`config.mk`:
```
export PLATFORM = sky130hd
export DESIGN_NAME = i2c_codec_responder
export DESIGN_NICKNAME = d
export VERILOG_FILES = /design/src/rtl/i2c_pkg.sv /design/src/rtl/i2c_bus_sync.sv /design/src/rtl/i2c_codec_responder.sv
export SDC_FILE = /design/constraint.sdc
export NUM_CORES = 1
export LEC_CHECK = 0
export BUFFER_PORTS_ARGS = -buffer_cell sky130_fd_sc_hd__buf_4
export CORE_MARGIN = 3
export CORE_UTILIZATION = 40
export CTS_CLUSTER_SIZE = 12
export DETAILED_ROUTE_END_ITERATION = 8
export GPL_TIMING_DRIVEN = 0
export HOLD_SLACK_MARGIN = 0.03
export PLACE_DENSITY = 0.54
export SLEW_MARGIN = 10
export SYNTH_ARGS = -nofsm -noshare
export SYNTH_HDL_FRONTEND = slang
export SYNTH_SLANG_ARGS = --single-unit
```
`constraint.sdc`:
```
create_clock -name i_clk -period 9.09 [get_ports i_clk]
set_input_delay 2.2725 -clock i_clk [delete_from_list [all_inputs] [get_ports i_clk]]
set_output_delay 2.2725 -clock i_clk [all_outputs]
set_load 0.03 [all_outputs]
```
`src/rtl/i2c_pkg.sv`:
```
// Shared definitions for the WM8731 control-port responder.
//  - DEV_ADDR_DEFAULT : 7-bit target address of the codec (write byte 8'h34)
//  - REG_*            : WM8731 register indices as seen in the frame
//  - i2c_rx_state_t   : receive FSM states
//  - frame_open()     : 1 in states where a frame has started past the address
//                       byte but has not yet reached ACK_LO
package i2c_pkg;

  localparam logic [6:0] DEV_ADDR_DEFAULT = 7'h1A;

  localparam logic [6:0] REG_LEFT_LINE_IN  = 7'h00;
  localparam logic [6:0] REG_RIGHT_LINE_IN = 7'h01;
  localparam logic [6:0] REG_LEFT_HP_OUT   = 7'h02;
  localparam logic [6:0] REG_RIGHT_HP_OUT  = 7'h03;
  localparam logic [6:0] REG_ANALOG_PATH   = 7'h04;
  localparam logic [6:0] REG_DIGITAL_PATH  = 7'h05;
  localparam logic [6:0] REG_POWER_DOWN    = 7'h06;
  localparam logic [6:0] REG_DIGITAL_IF    = 7'h07;
  localparam logic [6:0] REG_SAMPLING      = 7'h08;
  localparam logic [6:0] REG_ACTIVE        = 7'h09;
  localparam logic [6:0] REG_RESET         = 7'h0F;

  typedef enum logic [2:0] {
    ST_IDLE      = 3'd0,
    ST_ADDR      = 3'd1,
    ST_ACK_ADDR  = 3'd2,
    ST_BYTE_HI   = 3'd3,
    ST_ACK_HI    = 3'd4,
    ST_BYTE_LO   = 3'd5,
    ST_ACK_LO    = 3'd6,
    ST_WAIT_STOP = 3'd7
  } i2c_rx_state_t;

  // A STOP or START seen in one of these states truncates a frame.
  function automatic logic frame_open(input i2c_rx_state_t st);
    case (st)
      ST_ACK_ADDR, ST_BYTE_HI, ST_ACK_HI, ST_BYTE_LO: frame_open = 1'b1;
      default:                                        frame_open = 1'b0;
    endcase
  endfunction

endpackage

```
`src/rtl/i2c_bus_sync.sv`:
```
// Bus front end: synchronizes SCL/SDA into the system clock domain and
// derives single-cycle event strobes from the synchronized samples.
// Ports:
//  clk_i, rst_i     system clock, asynchronous active-high reset
//  scl_i, sda_i     raw bus lines
//  sda_o            synchronized SDA level (bit value on SCL rise)
//  scl_rise_o       SCL 0->1
//  scl_fall_o       SCL 1->0
//  start_o          SDA 1->0 while SCL stays high
//  stop_o           SDA 0->1 while SCL stays high
// SYNC_STAGES must be >= 2.
module i2c_bus_sync #(
  parameter int SYNC_STAGES = 2
) (
  input  logic clk_i,
  input  logic rst_i,
  input  logic scl_i,
  input  logic sda_i,
  output logic sda_o,
  output logic scl_rise_o,
  output logic scl_fall_o,
  output logic start_o,
  output logic stop_o
);

  logic [SYNC_STAGES-1:0] scl_sync_q;
  logic [SYNC_STAGES-1:0] sda_sync_q;
  logic                   scl_prev_q;
  logic                   sda_prev_q;
  logic                   scl_s;
  logic                   sda_s;

  // Synchronizer chains plus one history stage; reset to the idle bus level
  // so that leaving reset on an idle bus produces no spurious events.
  always_ff @(posedge clk_i or posedge rst_i) begin
    if (rst_i) begin
      scl_sync_q <= {SYNC_STAGES{1'b1}};
      sda_sync_q <= {SYNC_STAGES{1'b1}};
      scl_prev_q <= 1'b1;
      sda_prev_q <= 1'b1;
    end else begin
      scl_sync_q <= {scl_sync_q[SYNC_STAGES-2:0], scl_i};
      sda_sync_q <= {sda_sync_q[SYNC_STAGES-2:0], sda_i};
      scl_prev_q <= scl_s;
      sda_prev_q <= sda_s;
    end
  end

  assign scl_s = scl_sync_q[SYNC_STAGES-1];
  assign sda_s = sda_sync_q[SYNC_STAGES-1];

  assign sda_o      = sda_s;
  assign scl_rise_o = scl_s & ~scl_prev_q;
  assign scl_fall_o = ~scl_s & scl_prev_q;
  // SCL must be high in both samples so an SDA change that coincides
  // with an SCL edge is not mistaken for a bus condition.
  assign start_o    = scl_s & scl_prev_q & sda_prev_q & ~sda_s;
  assign stop_o     = scl_s & scl_prev_q & ~sda_prev_q & sda_s;

endmodule

```
`src/rtl/i2c_codec_responder.sv`:
```
// I2C target model of the WM8731 control port. ACKs 3-byte write frames
// {DEV_ADDR+W, {reg[6:0], d[8]}, d[7:0]} and mirrors every decoded write
// into a shadow register file.
// Ports:
//  i_clk, i_rst  system clock, asynchronous active-high reset
//  i_sclk        SCL as seen on the bus
//  i_sdat        resolved SDA bus value
//  o_sdat_oe     1 = pull SDA low (ACK)
//  o_busy        1 between START and STOP
//  o_wr_valid    one-cycle pulse per decoded register write
//  o_wr_addr     register address of the last write
//  o_wr_data     register data of the last write
//  o_err         one-cycle pulse: truncated frame or out-of-range register
//  o_wr_cnt      completed writes, saturating at 255
//  i_rd_addr     shadow register read index
//  o_rd_data     shadow register content (combinational)
module i2c_codec_responder
  import i2c_pkg::*;
#(
  parameter logic [6:0] DEV_ADDR    = DEV_ADDR_DEFAULT,
  parameter int         NUM_REGS    = 16,
  parameter int         SYNC_STAGES = 2
) (
  input  logic       i_clk,
  input  logic       i_rst,
  input  logic       i_sclk,
  input  logic       i_sdat,
  output logic       o_sdat_oe,
  output logic       o_busy,
  output logic       o_wr_valid,
  output logic [6:0] o_wr_addr,
  output logic [8:0] o_wr_data,
  output logic       o_err,
  output logic [7:0] o_wr_cnt,
  input  logic [3:0] i_rd_addr,
  output logic [8:0] o_rd_data
);

  logic sda_s;
  logic scl_rise_s;
  logic scl_fall_s;
  logic start_s;
  logic stop_s;

  i2c_bus_sync #(
    .SYNC_STAGES (SYNC_STAGES)
  ) u_bus_sync (
    .clk_i      (i_clk),
    .rst_i      (i_rst),
    .scl_i      (i_sclk),
    .sda_i      (i_sdat),
    .sda_o      (sda_s),
    .scl_rise_o (scl_rise_s),
    .scl_fall_o (scl_fall_s),
    .start_o    (start_s),
    .stop_o     (stop_s)
  );

  i2c_rx_state_t state_q;
  logic [7:0]    shift_q;
  logic [3:0]    bit_cnt_q;
  logic [7:0]    hi_q;
  logic          oe_q;
  logic          busy_q;
  logic          wr_valid_q;
  logic [6:0]    wr_addr_q;
  logic [8:0]    wr_data_q;
  logic          err_q;
  logic [7:0]    wr_cnt_q;
  logic [8:0]    shadow_q [0:NUM_REGS-1];

  logic bit_take_s;
  logic byte_done_s;
  logic reg_in_range_s;

  // Bits 1..8 are taken on SCL rises; the 9th rise belongs to the ACK slot.
  assign bit_take_s     = scl_rise_s && (bit_cnt_q != 4'd8);
  // The byte is handed over on the falling edge that ends its 8th bit, so
  // the ACK drive starts while SCL is low.
  assign byte_done_s    = scl_fall_s && (bit_cnt_q == 4'd8);
  assign reg_in_range_s = ({25'd0, hi_q[7:1]} < 32'(NUM_REGS));

  // Receive FSM with its datapath, registered outputs and shadow registers.
  always_ff @(posedge i_clk or posedge i_rst) begin
    if (i_rst) begin
      state_q    <= ST_IDLE;
      shift_q    <= 8'd0;
      bit_cnt_q  <= 4'd0;
      hi_q       <= 8'd0;
      oe_q       <= 1'b0;
      busy_q     <= 1'b0;
      wr_valid_q <= 1'b0;
      wr_addr_q  <= 7'd0;
      wr_data_q  <= 9'd0;
      err_q      <= 1'b0;
      wr_cnt_q   <= 8'd0;
      for (int i = 0; i < NUM_REGS; i++) begin
        shadow_q[i] <= 9'd0;
      end
    end else begin
      wr_valid_q <= 1'b0;
      err_q      <= 1'b0;
      if (start_s) begin
        // START (first or repeated) always restarts address reception.
        err_q     <= frame_open(state_q);
        state_q   <= ST_ADDR;
        bit_cnt_q <= 4'd0;
        oe_q      <= 1'b0;
        busy_q    <= 1'b1;
      end else if (stop_s) begin
        err_q     <= frame_open(state_q);
        state_q   <= ST_IDLE;
        bit_cnt_q <= 4'd0;
        oe_q      <= 1'b0;
        busy_q    <= 1'b0;
      end else begin
        case (state_q)
          ST_IDLE: begin
            oe_q <= 1'b0;
          end
          ST_ADDR: begin
            if (bit_take_s) begin
              shift_q   <= {shift_q[6:0], sda_s};
              bit_cnt_q <= bit_cnt_q + 4'd1;
            end else if (byte_done_s) begin
              bit_cnt_q <= 4'd0;
              if (shift_q == {DEV_ADDR, 1'b0}) begin
                state_q <= ST_ACK_ADDR;
                oe_q    <= 1'b1;
              end else begin
                state_q <= ST_WAIT_STOP;
              end
            end
          end
          ST_BYTE_HI: begin
            if (bit_take_s) begin
              shift_q   <= {shift_q[6:0], sda_s};
              bit_cnt_q <= bit_cnt_q + 4'd1;
            end else if (byte_done_s) begin
              bit_cnt_q <= 4'd0;
              hi_q      <= shift_q;
              state_q   <= ST_ACK_HI;
              oe_q      <= 1'b1;
            end
          end
          ST_BYTE_LO: begin
            if (bit_take_s) begin
              shift_q   <= {shift_q[6:0], sda_s};
              bit_cnt_q <= bit_cnt_q + 4'd1;
            end else if (byte_done_s) begin
              bit_cnt_q  <= 4'd0;
              state_q    <= ST_ACK_LO;
              oe_q       <= 1'b1;
              wr_valid_q <= 1'b1;
              wr_addr_q  <= hi_q[7:1];
              wr_data_q  <= {hi_q[0], shift_q};
              if (wr_cnt_q != 8'hFF) begin
                wr_cnt_q <= wr_cnt_q + 8'd1;
              end
              // Out-of-range writes are still ACKed, only flagged.
              if (reg_in_range_s) begin
                for (int i = 0; i < NUM_REGS; i++) begin
                  if (hi_q[7:1] == 7'(i)) begin
                    shadow_q[i] <= {hi_q[0], shift_q};
                  end
                end
              end else begin
                err_q <= 1'b1;
              end
            end
          end
          // The falling edge after the master's 9th rise ends the ACK slot.
          ST_ACK_ADDR: begin
            if (scl_fall_s) begin
              state_q <= ST_BYTE_HI;
              oe_q    <= 1'b0;
            end
          end
          ST_ACK_HI: begin
            if (scl_fall_s) begin
              state_q <= ST_BYTE_LO;
              oe_q    <= 1'b0;
            end
          end
          // Any further data byte after a full frame goes unacknowledged.
          ST_ACK_LO: begin
            if (scl_fall_s) begin
              state_q <= ST_WAIT_STOP;
              oe_q    <= 1'b0;
            end
          end
          ST_WAIT_STOP: begin
            oe_q <= 1'b0;
          end
          default: begin
            state_q <= ST_IDLE;
            oe_q    <= 1'b0;
          end
        endcase
      end
    end
  end

  assign o_sdat_oe  = oe_q;
  assign o_busy     = busy_q;
  assign o_wr_valid = wr_valid_q;
  assign o_wr_addr  = wr_addr_q;
  assign o_wr_data  = wr_data_q;
  assign o_err      = err_q;
  assign o_wr_cnt   = wr_cnt_q;

  // Read port sees the registered array, so a same-cycle write shows next cycle.
  assign o_rd_data = ({28'd0, i_rd_addr} < 32'(NUM_REGS)) ? shadow_q[i_rd_addr] : 9'd0;

endmodule
```
# Word-level counts from Yosys, hierarchy flattened
# Cells that the tools add are included.
dict set report classes {
  add_sub_neg 2
  magnitude_cmp 2
  eq_ne 39
  muxes 44
  n_bitwise 15
  n_reduce_logical 36
}
# op n
set op_table {}
lappend op_table {{AND reduction 7 bit} 16}
lappend op_table {{equality test 7 x 4 -> 1 bit (second input constant)} 8}
lappend op_table {{!= test 4 bit (second input constant)} 12}
lappend op_table {{binary-select mux 9 bit (select 4 bit)} 1}
lappend op_table {{two-way mux 3 bit} 12}
lappend op_table {{equality test 7 x 3 -> 1 bit (second input constant)} 4}
lappend op_table {{two-way mux 1 bit} 22}
lappend op_table {{two-way mux 4 bit} 5}
lappend op_table {{two-way mux 9 bit} 2}
lappend op_table {{case mux 3 bit (6 select lines)} 1}
lappend op_table {{equality test 7 x 2 -> 1 bit (second input constant)} 2}
lappend op_table {{equality test 3 bit (second input constant)} 4}
lappend op_table {{AND reduction 6 bit} 2}
lappend op_table {{AND reduction 10 bit} 1}
lappend op_table {{AND reduction 5 bit} 2}
lappend op_table {{adder 8 x 1 -> 8 bit (second input constant)} 1}
lappend op_table {{equality test 8 x 6 -> 1 bit (second input constant)} 1}
lappend op_table {{!= test 4 x 1 -> 1 bit (second input constant)} 2}
lappend op_table {{!= test 8 bit (second input constant)} 1}
lappend op_table {{nonzero test 8 bit} 1}
lappend op_table {{AND 1 bit} 7}
lappend op_table {{equality test 7 x 1 -> 1 bit (second input constant)} 1}
lappend op_table {{logical NOT 7 bit} 1}
lappend op_table {{less-than comparator 7 x 5 -> 1 bit (second input constant)} 1}
lappend op_table {{other kinds (18)} 28}
dict set report totals {
  reg_bits 201
  inputBits 8
  out_inout_bits 37
  wordCells 169
}

# Logic depth before layout (Yosys ltp)
dict set report logic_depth {
  ltp_word 8
  ltp_mapped 10
  mapped_depth_nobuf 7
}

# Cells and area by module
# From an unflattened synthesis, not the netlist that was laid out.
dict set report unflattened {
  cells_unflattened 636
  hier_area_um2 8969.9
}
# module n_inst cells_each area_each_um2 seq_area_each_um2
set by_module_without_submodules {}
lappend by_module_without_submodules {i2c_codec_responder 1 625 8775.9 4879.7}
lappend by_module_without_submodules {i2c_bus_sync 1 11 193.9 157.7}

# Least setup slack after synthesis
# Ideal clock, no wire load.
dict set report synth_path {
  path_kind {in2out}
  from {in i_rd_addr[0]}
  to {out o_rd_data[4]}
  t_arrival_ps 3973
  required_ps 6818
  slack_ps 2845
  path_stages 5
  n_path_buf 2
  path_cell_list {clkbuf_1 > clkbuf_1 > mux4_2 > a22oi_1 > nand2_1}
}
dict set report synth_via {
  elab_chain_len 4
}
# element line
set synth_rtl {}
lappend synth_rtl {{start, declared} i2c_codec_responder.sv:35} ;# input logic [3:0] i_rd_addr,
lappend synth_rtl {{inverter 4 -> 5 bit (implied by the code)} i2c_codec_responder.sv:213} ;# assign o_rd_data = ({28'd0, i_rd_addr} < 32'(NUM_REGS)) ? shadow_q[i_rd_addr] : 9'd0;
lappend synth_rtl {{binary-select mux 9 bit (select 4 bit)} i2c_codec_responder.sv:213}
lappend synth_rtl {{two-way mux 9 bit (implied by the code) (2 in a row)} i2c_codec_responder.sv:213}
lappend synth_rtl {{end, declared} i2c_codec_responder.sv:36} ;# output logic [8:0] o_rd_data
# No other way between the ends. The select of a mux whose other input is x is not followed.

# Final worst setup path
dict set report layout_path {
  from {in i_rd_addr[1]}
  to {out o_rd_data[4]}
}
# The elaborated chain is that of the path after synthesis.

==> impl_metrics.ini <==
[critical_path]
path_max_fanout = 10
cp-startpoint = i_rd_addr[1]
start_kind = input pin
required_ns = 6.82
rr_worst_depth = 9
cp.arrival_ns = 4.93
rr_endpoint = shadow_q[104]$_DFFE_PP0P_
end_kind = output port
r2r_slack_ns = 6.38
r2r-start = bit_cnt_q[0]$_DFFE_PP0P_
critPathKind = input pin to output port

[final_layout]
post_route_cells_drive_above_1_share = 0.430
seq_area_sq_um = 5040
final.fill_count = 2000
syn_to_final_growth_pct = 16.0
layout.nets = 725
antenna-diode-count = 0
multiInputGateArea_sq_um = 3850

[drt]
ant_nets = 0
vias = 5623
viasPerCell = 5.57
wirelength_mm = 22.7
wl_per_cell_microns = 22.5
drtIter0Drc = 326
dr.pass1.iters = 5
drc_errors = 0

[yosys]
async_flop_share = 1.00
synthesis.area_sq_um = 9160
synth_edf_count = 0
ys_warn_count = 0
synth_area_per_cell_sq_um = 14.2
synthFlopType = dfrtp_1
syn-num-nets = 657
syn_inst = 646
ys_types = 51
ys_ff_latch = 201
seq_area_frac_synth = 0.550

[timing]
grt_setup_unrepaired = no
finalCriticalPeriod_ns = 7.20
finClkSkew_ns = 0.0195
fmax_mhz = 139
finalSetupViolations = 0
worst_pin_slew_ns = 0.925
slew_headroom = 0.378
period_share = 0.792
maxSlewViolCount = 0
finalHoldViolCount = 0
hold_ws_ns = 0.356

[die]
die_h_microns = 157
die_area_sq_um = 24700
core-area_sq_um = 22200
start_util = 0.413
rows = 54
die_x_microns = 157
io_pins = 45

[grt]
groute.usage.overall = 0.190
grt_pass1_vias = 6102
grt_start_max_net_pins = 114
gr-total-overflow = 0
grt_pass1_wl_mm = 36.2
antenna_found_initial = 0

[power]
p_per_area_nw_per_um2 = 198
p_leak_nw = 5.21
p_total_mw = 2.11
peakVddDrop_uv = 108

[min_path]
holdPathStages = 0
min_to = u_bus_sync.scl_sync_q[1]$_DFF_PP1_
worst_hold_path_type = register to register
holdCritStartpoint = u_bus_sync.scl_sync_q[0]$_DFF_PP1_

[clock_tree]
clk_transition_reported_paths_ns = 0.05
clock_latency_ns = 0.51
postCtsSetupBuffers = 0
postCtsHoldBufs = 0
cts_sinks = 201
cts_root_buf = clkbuf_16
cts_buffers = 23
htree_levels = 1
ctsResizeCount = 0
cts_tree = built
clockBufferDepth = 3

[placement]
port_buffers = 42
gp_congestion = 0.843
hpwl_mm = 14.8

[flow_run]
drv_cap = 0

[status]
outcome = finished, final reports clean
[critical path: stages]
cell and delay [ns]:
buf_2 0.30, clkbuf_1 0.64, clkbuf_1 0.62, mux4_2 0.40, a22oi_1 0.33, nand2_1 0.16
buf_4 0.20
[how the worst max path moves through the flow]
stage	to	slack [ns]
after floorplan	bit_cnt_q[0]$_DFFE_PP0P_	1.35
after global placement	shadow_q[92]$_DFFE_PP0P_	-0.62
after detailed placement	o_rd_data[4]	1.90
after CTS	o_rd_data[4]	1.89
after global routing	o_rd_data[5]	1.79
final	o_rd_data[4]	1.89
[flip-flops by register name (all words and copies together), names as in the netlist]
name,count
o_wr_cnt,8
shadow_q,144
o_wr_valid,1
o_err,1
u_bus_sync.sda_sync_q,2
o_busy,1
u_bus_sync.scl_sync_q,2
o_wr_data,9
o_sdat_oe,1
u_bus_sync.sda_prev_q,1
u_bus_sync.scl_prev_q,1
hi_q,8
shift_q,8
o_wr_addr,7
bit_cnt_q,4
state_q,3
[cell families (layout without fill, tap and decap cells)]
| group | count (synthesis) | after routing | share of synthesized area |
|---|---|---|---|
| XOR/XNOR | 10 | 10 | 0.00956 |
| multiplexers | 197 | 197 | 0.290 |
| AO/OA/AOI/OAI | 40 | 40 | 0.0306 |
| flip-flops | 201 | 201 | 0.550 |
| AND/OR/NAND/NOR | 139 | 139 | 0.0863 |
| buffers and inverters | 56 | 140 | 0.0292 |
| adder cells (fa/ha/maj) | 3 | 3 | 0.00410 |
[synth_stat cells (8+ instances only)]
cell      number  share of area
clkbuf_1      29          0.012
nand3_1        9         0.0049
mux2_2       152           0.19
dfrtp_1      195           0.53
mux2_4         9          0.015
xor2_1         8         0.0077
a22oi_1       18          0.015
mux4_2        36          0.089
buf_2         10         0.0055
nor2_1        11         0.0045
nand2_1       63          0.026
nor3_1        11         0.0060
[per-stage QoR]
step | area (sq um) | instances | TNS (ns) | setup slack, ns | util
4_1_cts | 10600 | 1010 | 0 | 1.89 | 0.479
5_1_grt | 10600 | 1010 | 0 | 1.79 | 0.479
2_1_floorplan | 9160 | 646 | 0 | 1.35 | -
3_3_place_gp | 9820 | 968 | -118.21 | -0.619 | 0.443
6_report | 10600 | 1010 | 0 | 1.89 | 0.479
3_5_place_dp | 9860 | 969 | 0 | 1.90 | 0.445
[routing by layer]
layer,wire length [microns],share of wire,track usage,vias up
li1,-,-,-,2492
met1,10400,0.46,0.276,2997
met2,11100,0.49,0.308,105
met3,831,0.037,0.0245,29
met4,366,0.016,0.0450,0
met5,0,0,0,-
[cells in the final DEF (no fill, tap or decap), types with 10 or more instances in the layout]
cell type and instances:
clkbuf_1 33, nor3_1 11, nor2_1 11, clkbuf_16 23, a22oi_1 18, mux2_2 152
nand2_1 63, buf_2 10, buf_4 44, mux4_2 36, dfrtp_1 195
[where the power goes]
part	switching (mW)	internal (mW)	total, mW	leakage, nW
Sequential	0.0204	0.920	0.941	2.76
Combinational	0.189	0.0588	0.248	2.07
Clock	0.361	0.558	0.919	0.380
Total	0.570	1.54	2.11	5.21
[area by class of cell]
type | instances | area share
Buffer | 50 | 0.0231
Clock buffer | 35 | 0.0660
Sequential cell | 201 | 0.474
Multi-Input combinational cell | 389 | 0.363
Timing Repair Buffer | 43 | 0.0323
Clock inverter | 6 | 0.00589
Tap cell | 280 | 0.0330
Inverter | 6 | 0.00283
Power figures use the tool's default switching activity.
